===== src/rtl/sobel_frame_ctrl.sv =====
// -----------------------------------------------------------------------------
// sobel_frame_ctrl
//
// Frame sequencer for the 8x8 Sobel engine. One frame at a time it loads
// SIDE*SIDE pixels, sweeps a single shared sobel core across the (SIDE-2)^2
// interior 3x3 windows, waits for the core latency to drain, then streams
// the SIDE*SIDE results out. Only addresses and strobes are produced here;
// pixel and result storage live in the datapath.
//
// Ports
//   clk, reset    rising-edge clock, synchronous active-high reset
//   start         begin a frame (looked at only while idle)
//   in_valid      upstream pixel valid        in_ready  high only in LOAD
//   wr_en         pixel write strobe          wr_addr   pixel write address
//   win_valid     window presented to core    win_base  window top-left address
//   res_wr_en     core output write strobe    res_addr  window centre address
//   out_valid     result beat valid           out_ready downstream accepts beat
//   rd_addr       result read address         border_zero rd_addr is a border pixel
//   busy          not idle                    done      one-cycle end-of-frame pulse
// -----------------------------------------------------------------------------
module sobel_frame_ctrl #(
    parameter int SIDE      = 8,
    parameter int ADDR_W    = 6,
    parameter int SOBEL_LAT = 1
) (
    input  logic              clk,
    input  logic              reset,
    input  logic              start,
    input  logic              in_valid,
    output logic              in_ready,
    output logic              wr_en,
    output logic [ADDR_W-1:0] wr_addr,
    output logic              win_valid,
    output logic [ADDR_W-1:0] win_base,
    output logic              res_wr_en,
    output logic [ADDR_W-1:0] res_addr,
    output logic              out_valid,
    input  logic              out_ready,
    output logic [ADDR_W-1:0] rd_addr,
    output logic              border_zero,
    output logic              busy,
    output logic              done
);

    typedef enum logic [2:0] {
        S_IDLE    = 3'd0,
        S_LOAD    = 3'd1,
        S_COMPUTE = 3'd2,
        S_DRAIN   = 3'd3,
        S_UNLOAD  = 3'd4
    } state_e;

    localparam int COL_W = $clog2(SIDE);

    localparam logic [ADDR_W-1:0] LAST_PIX   = ADDR_W'(SIDE * SIDE - 1);
    // Top-left corner of the bottom-right interior window.
    localparam logic [ADDR_W-1:0] LAST_WIN   = ADDR_W'(SIDE * (SIDE - 3) + SIDE - 3);
    // Offset from window top-left (p0) to its centre pixel (p4).
    localparam logic [ADDR_W-1:0] CENTER_OFS = ADDR_W'(SIDE + 1);
    // From the last window of a row (col SIDE-3) to col 0 of the next row.
    localparam logic [ADDR_W-1:0] ROW_STEP   = ADDR_W'(3);
    localparam logic [ADDR_W-1:0] ONE_ADDR   = ADDR_W'(1);
    localparam logic [COL_W-1:0]  LAST_COL   = COL_W'(SIDE - 3);
    localparam logic [COL_W-1:0]  ONE_COL    = COL_W'(1);
    localparam logic [1:0]        LAST_DRAIN = 2'(SOBEL_LAT - 1);

    state_e            state_q, state_d;
    logic [ADDR_W-1:0] wr_addr_q, wr_addr_d;
    logic [ADDR_W-1:0] win_base_q, win_base_d;
    logic [COL_W-1:0]  win_col_q, win_col_d;
    logic [ADDR_W-1:0] rd_addr_q, rd_addr_d;
    logic [1:0]        drain_cnt_q, drain_cnt_d;
    logic              in_ready_q, in_ready_d;
    logic              win_valid_q, win_valid_d;
    logic              out_valid_q, out_valid_d;
    logic              border_zero_q, border_zero_d;
    logic              busy_q, busy_d;
    logic              done_q, done_d;
    logic [SOBEL_LAT-1:0] pipe_v_q, pipe_v_d;
    logic [ADDR_W-1:0]    pipe_a_q [SOBEL_LAT];
    logic [ADDR_W-1:0]    pipe_a_d [SOBEL_LAT];

    // True when the address lies on the outer ring of the frame.
    function automatic logic is_border(input logic [ADDR_W-1:0] a);
        int row;
        int col;
        row = int'(a) / SIDE;
        col = int'(a) % SIDE;
        return (row == 0) || (row == SIDE - 1) || (col == 0) || (col == SIDE - 1);
    endfunction

    // Pixel write strobe is a pure handshake so upstream sees no extra latency.
    assign wr_en = in_valid & in_ready_q;

    // Next-state, address counters and the registered output flags.
    always_comb begin
        state_d     = state_q;
        wr_addr_d   = wr_addr_q;
        win_base_d  = win_base_q;
        win_col_d   = win_col_q;
        rd_addr_d   = rd_addr_q;
        drain_cnt_d = drain_cnt_q;
        done_d      = 1'b0;

        case (state_q)
            S_IDLE: begin
                if (start) begin
                    state_d = S_LOAD;
                end else begin
                    state_d = S_IDLE;
                end
            end
            S_LOAD: begin
                if (wr_en) begin
                    if (wr_addr_q == LAST_PIX) begin
                        state_d   = S_COMPUTE;
                        wr_addr_d = '0;
                    end else begin
                        wr_addr_d = wr_addr_q + ONE_ADDR;
                    end
                end else begin
                    wr_addr_d = wr_addr_q;
                end
            end
            S_COMPUTE: begin
                // Base and column restart at 0 so the next frame begins clean.
                if (win_base_q == LAST_WIN) begin
                    state_d     = S_DRAIN;
                    win_base_d  = '0;
                    win_col_d   = '0;
                    drain_cnt_d = '0;
                end else if (win_col_q == LAST_COL) begin
                    win_col_d  = '0;
                    win_base_d = win_base_q + ROW_STEP;
                end else begin
                    win_col_d  = win_col_q + ONE_COL;
                    win_base_d = win_base_q + ONE_ADDR;
                end
            end
            S_DRAIN: begin
                if (drain_cnt_q == LAST_DRAIN) begin
                    state_d     = S_UNLOAD;
                    drain_cnt_d = '0;
                end else begin
                    drain_cnt_d = drain_cnt_q + 2'd1;
                end
            end
            S_UNLOAD: begin
                if (out_ready) begin
                    if (rd_addr_q == LAST_PIX) begin
                        state_d   = S_IDLE;
                        rd_addr_d = '0;
                        done_d    = 1'b1;
                    end else begin
                        rd_addr_d = rd_addr_q + ONE_ADDR;
                    end
                end else begin
                    rd_addr_d = rd_addr_q;
                end
            end
            default: begin
                state_d = S_IDLE;
            end
        endcase

        // Flags are decoded from the next state so they leave the block as flops.
        in_ready_d    = (state_d == S_LOAD);
        win_valid_d   = (state_d == S_COMPUTE);
        out_valid_d   = (state_d == S_UNLOAD);
        busy_d        = (state_d != S_IDLE);
        border_zero_d = out_valid_d & is_border(rd_addr_d);
    end

    // Latency pipe mirroring the sobel core: stage 0 captures this cycle's window.
    always_comb begin
        pipe_v_d[0] = win_valid_q;
        if (win_valid_q) begin
            pipe_a_d[0] = win_base_q + CENTER_OFS;
        end else begin
            pipe_a_d[0] = '0;
        end
        for (int i = 1; i < SOBEL_LAT; i++) begin
            pipe_v_d[i] = pipe_v_q[i-1];
            pipe_a_d[i] = pipe_a_q[i-1];
        end
    end

    // State, counters, latency pipe and output flags.
    always_ff @(posedge clk) begin
        if (reset) begin
            state_q       <= S_IDLE;
            wr_addr_q     <= '0;
            win_base_q    <= '0;
            win_col_q     <= '0;
            rd_addr_q     <= '0;
            drain_cnt_q   <= '0;
            in_ready_q    <= 1'b0;
            win_valid_q   <= 1'b0;
            out_valid_q   <= 1'b0;
            border_zero_q <= 1'b0;
            busy_q        <= 1'b0;
            done_q        <= 1'b0;
            pipe_v_q      <= '0;
            for (int i = 0; i < SOBEL_LAT; i++) begin
                pipe_a_q[i] <= '0;
            end
        end else begin
            state_q       <= state_d;
            wr_addr_q     <= wr_addr_d;
            win_base_q    <= win_base_d;
            win_col_q     <= win_col_d;
            rd_addr_q     <= rd_addr_d;
            drain_cnt_q   <= drain_cnt_d;
            in_ready_q    <= in_ready_d;
            win_valid_q   <= win_valid_d;
            out_valid_q   <= out_valid_d;
            border_zero_q <= border_zero_d;
            busy_q        <= busy_d;
            done_q        <= done_d;
            pipe_v_q      <= pipe_v_d;
            for (int i = 0; i < SOBEL_LAT; i++) begin
                pipe_a_q[i] <= pipe_a_d[i];
            end
        end
    end

    assign in_ready    = in_ready_q;
    assign wr_addr     = wr_addr_q;
    assign win_valid   = win_valid_q;
    assign win_base    = win_base_q;
    assign res_wr_en   = pipe_v_q[SOBEL_LAT-1];
    assign res_addr    = pipe_a_q[SOBEL_LAT-1];
    assign out_valid   = out_valid_q;
    assign rd_addr     = rd_addr_q;
    assign border_zero = border_zero_q;
    assign busy        = busy_q;
    assign done        = done_q;

endmodule


===== config.mk =====
export PLATFORM = sky130hd
export DESIGN_NAME = sobel_frame_ctrl
export DESIGN_NICKNAME = d
export VERILOG_FILES = /design/src/rtl/sobel_frame_ctrl.sv
export SDC_FILE = /design/constraint.sdc
export NUM_CORES = 1
export LEC_CHECK = 0
export BUFFER_PORTS_ARGS = -buffer_cell sky130_fd_sc_hd__clkbuf_2
export CAP_MARGIN = 20
export CORE_UTILIZATION = 56
export CTS_BUF_LIST = sky130_fd_sc_hd__clkbuf_4 sky130_fd_sc_hd__clkbuf_8
export DETAILED_ROUTE_END_ITERATION = 8
export PLACE_DENSITY = 0.81
export SLEW_MARGIN = 10
export SYNTH_ARGS = -nofsm -noshare
export SYNTH_HDL_FRONTEND = slang
export SYNTH_SLANG_ARGS = --single-unit

===== constraint.sdc =====
create_clock -name clk -period 2.4 [get_ports clk]
set_clock_uncertainty 0.15 [all_clocks]
set_input_delay 0 -clock clk [delete_from_list [all_inputs] [get_ports clk]]
set_output_delay 0 -clock clk [all_outputs]
set_load 0.03 [all_outputs]

Yosys cells after proc, flatten, opt, wreduce, memory -nomap -nowiden
Memories as Yosys holds them, arrays and structs flattened.
Cells that the tools add are included.
- bits in registers: 33
- RAM bits: 6
- input port bits: 5
- output and inout port bits: 32
- word-level logic and storage cells: 78
- memories: 1
- add/sub/neg operators: 7
- eq/ne operators: 14
- mux-type cells: 26
- bitwise logic cells: 4
- reductions and logical operators: 13
- memory list (memory ; words ; width ; read ports ; clocked after Yosys merged registers in ; write ports ; RTL line ; RTL):
    pipe_a_q ; 1 ; 6 ; 1 ; 0 ; 1 ; 80 ; logic [ADDR_W-1:0] pipe_a_q [SOBEL_LAT];
- operator list (cell ; count):
    logical NOT 32 bit ; 2
    2-to-1 mux 6 bit ; 8
    2-to-1 mux 3 bit ; 8
    adder 6 x 1 -> 6 bit (second input constant) ; 3
    == test 6 bit (second input constant) ; 3
    one-hot mux 3 bit (5 select lines) ; 1
    == test 3 x 1 -> 1 bit (second input constant) ; 4
    == test 3 x 2 -> 1 bit (second input constant) ; 3
    == test 3 bit (second input constant) ; 3
    adder 6 x 2 -> 6 bit (second input constant) ; 1
    adder 6 x 4 -> 6 bit (second input constant) ; 1
    2-to-1 mux 1 bit ; 6
    OR reduction 6 bit ; 1
    2-to-1 mux 2 bit ; 2
    one-hot mux 2 bit (2 select lines) ; 1
    AND reduction 2 bit ; 2
    adder 3 x 1 -> 3 bit (second input constant) ; 1
    logical NOT 3 bit ; 1
    logical OR 1 bit ; 3
    nonzero test 3 bit ; 1
    OR reduction 3 bit ; 1
    adder 2 x 1 -> 2 bit (second input constant) ; 1
    bitwise AND 1 bit ; 2
    logical NOT 2 bit ; 1
    other kinds (3) ; 4

Longest topological paths before layout
- depth in word-level cells: 9
- depth in mapped cells: 8
- gate-level depth less buffers: 8

Worst setup path after synthesis
Ideal clock, no wire load.
- path kind: register to register
- from: reg rd_addr_q[0], in the netlist rd_addr[0]
- to: reg busy_q, in the netlist busy
- library setup time: 127 ps
- arrival: 1656 ps
- data required time: 2123 ps
- path slack: 467 ps
- cell stages (with the launch flop): 6
- buffers on the path: 0
- period minus slack after synthesis: 1933 ps
- path through: dfxtp_1 ha_1 nand2_1 o21ai_0 a21oi_1 or3_1
- word-level cells in the longest chain between the ends: 5
- ends and longest elaborated chain (item ; RTL line ; RTL):
    from (decl) ; 71 ; logic [ADDR_W-1:0] rd_addr_q, rd_addr_d;
    from (signal assigned) ; 212 ; rd_addr_q <= rd_addr_d;
    == test 6 bit ; 150 ; if (rd_addr_q == LAST_PIX) begin
    2-to-1 mux 3 bit ; 150 ;
    2-to-1 mux 3 bit ; 149 ; if (out_ready) begin
    one-hot mux 3 bit (5 select lines) ; 105 ; case (state_q)
    nonzero test 3 bit ; 170 ; busy_d = (state_d != S_IDLE);
    to (signal assigned) ; 218 ; busy_q <= busy_d;
    to (decl) ; 77 ; logic busy_q, busy_d;
Every way passes these cells.
A chain may end at the register's enable or synchronous reset.

Worst setup path after layout
- from: reg state_q[0]
- to: reg win_valid_q, in the netlist win_valid
- word-level cells in the longest chain between the ends: 4
- elaborated cells between the ends (all ways): 13
- those cells by class: 5 x eq/ne; 7 x mux; 1 x reduce/logical
- ends and longest elaborated chain (item ; RTL line ; RTL):
    from (decl) ; 67 ; state_e state_q, state_d;
    from (signal assigned) ; 208 ; state_q <= state_d;
    2-to-1 mux 3 bit, on equally long branches ; 150, 115 ;
    2-to-1 mux 3 bit, on equally long branches ; 149, 114 ;
    one-hot mux 3 bit (5 select lines) * ; 105 ;
    == test 3 x 2 -> 1 bit * ; 168 ; win_valid_d = (state_d == S_COMPUTE);
    to (signal assigned) ; 215 ; win_valid_q <= win_valid_d;
    to (decl) ; 74 ; logic win_valid_q, win_valid_d;
Mark *: on every way between the ends. The rest lies on a longest branch, timed or not.

==> flow_summary_export.csv <==
group,metric,value,unit
clocking,numCtsBuffers,5,
floorplan,dieWidth,59.4,um
sta,finalHoldViolCount,0,
layout,layout-drive-gt1-share,0.215,
pwr,leakage,0.901,nW
logic_synthesis,synth_edf_count,0,
logic_synthesis,yosysSeqAreaShare,0.423,
pwr,seqPwrFrac,0.585,
clocking,cts_num_sinks,39,
clocking,post_cts_resized,0,
clocking,clk_pin_slew_worst_paths,0.11,ns
sta,fin_crit_sh,0.828,
drt,wl_per_cell,12.1,um
placed_design,gp_congestion,0.826,
logic_synthesis,synthArstFlopShare,0,
critical_path,cp.arrival,2.12,ns
layout,fillers,279,
logic_synthesis,synthCells,211,
sta,period_needed,1.99,ns
pwr,p_per_area,529,nW/um^2
clocking,cts_root_buf,"clkbuf_4",
clocking,cts_setup_buffers,0,
sta,finalSetupTns,0,ns
pwr,vdd.ir_drop.worst,0.351,mV
global_route,grt.overflow.total,0,
placed_design,port_buffers,36,
floorplan,die_area,3530,um^2
logic_synthesis,synth_top_area_frac,0.423,
logic_synthesis,synth_flop_cell,"dfxtp_1",
logic_synthesis,yosys_warnings,0,
logic_synthesis,postSynthAreaPerCell,8.74,um^2
clocking,cts.path.max_buffers,2,
floorplan,coreArea,3080,um^2
drt,routed_wl,3.52,mm
pwr,combPwrFrac,0.040,
global_route,grt_max_degree,20,
critical_path,worst_setup_path_end_kind,"flop",
drt,drc,0,
clocking,worst_skew_pair.late_latency,0.33,ns
layout,antenna_cells,0,
logic_synthesis,synthDistinctLibCells,44,
floorplan,core.rowCount,20,
critical_path,cp_top_family,"simple AND/OR/NAND/NOR gates",
layout,fin_area,2130,um^2
placed_design,placed_cell_area,2020,um^2
critical_path,crit_chain,"nor3b_1 -> and2_1 -> nand3_2 -> a211oi_2 -> and3_1",
floorplan,start_util,0.599,
clocking,htree_levels,2,
placed_design,place_hpwl,2.50,mm
sta,slew_viol_final,0,
drt,vias,1534,
critical_path,crit_type,"reg -> reg",
layout,nets,259,
drt,dr.first_iter.drc_count,49,
critical_path,worstPathMaxFanout,11,
logic_synthesis,synth-seq-cells,39,
layout,multi_input_area,982,um^2
sta,maxSlewHeadroom,0.706,
logic_synthesis,synth_area,1840,um^2
sta,setup_viol,0,
drt,viasPerCell,5.29,
layout,final_common_cell,"dfxtp_1",
pwr,power_frac_clock,0.375,
run_status,run_status,"finished clean",
logic_synthesis,ys_top_cells_by_area,"dfxtp_1 42%, nor2_1 6.1%, ha_1 4.7%",
global_route,grt_pass1_vias,1351,
floorplan,die_y,59.4,um
pwr,p_switching,0.231,mW
job,maxCapViolCount,0,
sta,worst_slew_pin_slew,0.441,ns
sta,rsz0062_at_grt,"false",
global_route,track_usage,0.228,
clocking,cts_tree,"done",
global_route,antenna_found_initial,0,
layout,area_growth,15.3,%
min_path,min_path_type,"in -> reg",
logic_synthesis,yosysTopAreaCell,"dfxtp_1",
pwr,switching_share,0.205,
pwr,p_int,0.895,mW
layout,final_cell_mix,"39 x dfxtp_1, 36 x clkbuf_2, 30 x nor2_1",
floorplan,io_pins,37,
sta,fmax,0.503,GHz
logic_synthesis,synth.net_count,224,
layout,regArea,781,um^2
critical_path,cp-start-kind,"flop",
critical_path,cpMaxStageDelayCell,"dfxtp_1",
drt,dr.pass1.iters,4,
drt,detail-route-antenna-nets,0,
critical_path,worst-path-buf-inv,0,
global_route,grt_first_pass_wirelength,5.91,mm
critical_path,crit_path_max_incr_delay,0.59,ns
sta,hold_slack,0.138,ns
critical_path,cp.required,2.54,ns
synth_stat cells (all sizes together), types with 2 or more instances:
library cell	instances
a2bb2oi	2
nor2b	2
nand2	23
nor3b	5
clkbuf	4
o21ai	2
dfxtp	39
and3	2
or3	2
xor2	10
and2	3
a21oi	16
xnor2	7
nor2	31
buf	7
nand2b	3
o41ai	2
nor3	2
and3b	2
a211oi	2
inv	6
ha	7
nand4	9
nand3	13
per-layer routing:
metal,track usage,vias up,part of all wire
met5,0,-,0
met4,0.116,0,0.014
met3,0.0699,4,0.039
met2,0.360,36,0.50
met1,0.279,701,0.45
li1,-,793,-
sequential cells by signal (all words and copies together), names as in the netlist, 2 cells and up:
signal / count
rd_addr: 6
pipe_a_q: 6
state_q: 3
win_base: 6
wr_addr: 6
win_col_q: 3
drain_cnt_q: 2
timing repair:
action                                  4_1_cts  5_1_grt
endpoints found under the setup margin        0        0
hold buffers                                  3        0
endpoints found under the hold margin        16        0
path summary, 6_finish.rpt:
kind                               startpoint                          end  slack (ns)  depth (start not counted)
hold / removal                       in_valid        state_q[0]$_SDFF_PP0_        0.14                          5
setup / recovery        state_q[0]$_SDFF_PP0_         win_valid$_SDFF_PP0_        0.41                          5
setup reg to reg        state_q[0]$_SDFF_PP0_         win_valid$_SDFF_PP0_        0.41                          5
hold reg to reg   drain_cnt_q[0]$_SDFFE_PP0P_  drain_cnt_q[0]$_SDFFE_PP0P_        0.35                          2
metrics by stage:
step / power [mW] / cells / setup WS, ns / utilization
3_5_place_dp: 0.715 / 280 / 0.451 / 0.657
5_1_grt: 1.17 / 290 / 0.283 / 0.691
4_1_cts: 1.14 / 290 / 0.417 / 0.691
3_3_place_gp: 0.714 / 280 / 0.531 / 0.657
6_report: 1.13 / 290 / 0.412 / 0.691
2_1_floorplan: 0.705 / 211 / 0.467 / -
worst reg2reg max path, stage by stage, from the launching register on:
cell and delay, ns:
dfxtp_1 0.59, nor3b_1 0.30, and2_1 0.34, nand3_2 0.13, a211oi_2 0.25, and3_1 0.18
area by class of cell:
| cell class | count | area share |
|---|---|---|
| well taps | 44 | 0.0259 |
| repair buffers | 39 | 0.0989 |
| flip-flops and latches | 39 | 0.367 |
| inverters | 6 | 0.0106 |
| clock inverters | 1 | 0.0141 |
| clock buffers | 6 | 0.0212 |
| multi-input cells | 155 | 0.462 |
power by group through the flow:
stage / Sequential (mW) / Combinational [mW] / Clock, mW
floorplan: 0.676 / 0.0289 / 0
global placement: 0.673 / 0.0409 / 0
detailed placement: 0.674 / 0.0409 / 0
CTS: 0.659 / 0.0449 / 0.436
global route: 0.660 / 0.0482 / 0.466
finish: 0.659 / 0.0448 / 0.422
kinds of logic (layout without fill, tap and decap cells):
group                    Yosys count  in the layout  synth area share
AND/OR/NAND/NOR                  101            101             0.289
flip-flops                        39             39             0.423
AO/OA/AOI/OAI                     28             28            0.0991
XOR/XNOR                          17             17            0.0807
buffers and inverters             17             52            0.0441
adder cells (fa/ha/maj)            8              8            0.0583
multiplexers                       1              1           0.00543
Power figures use the tool's default switching activity.
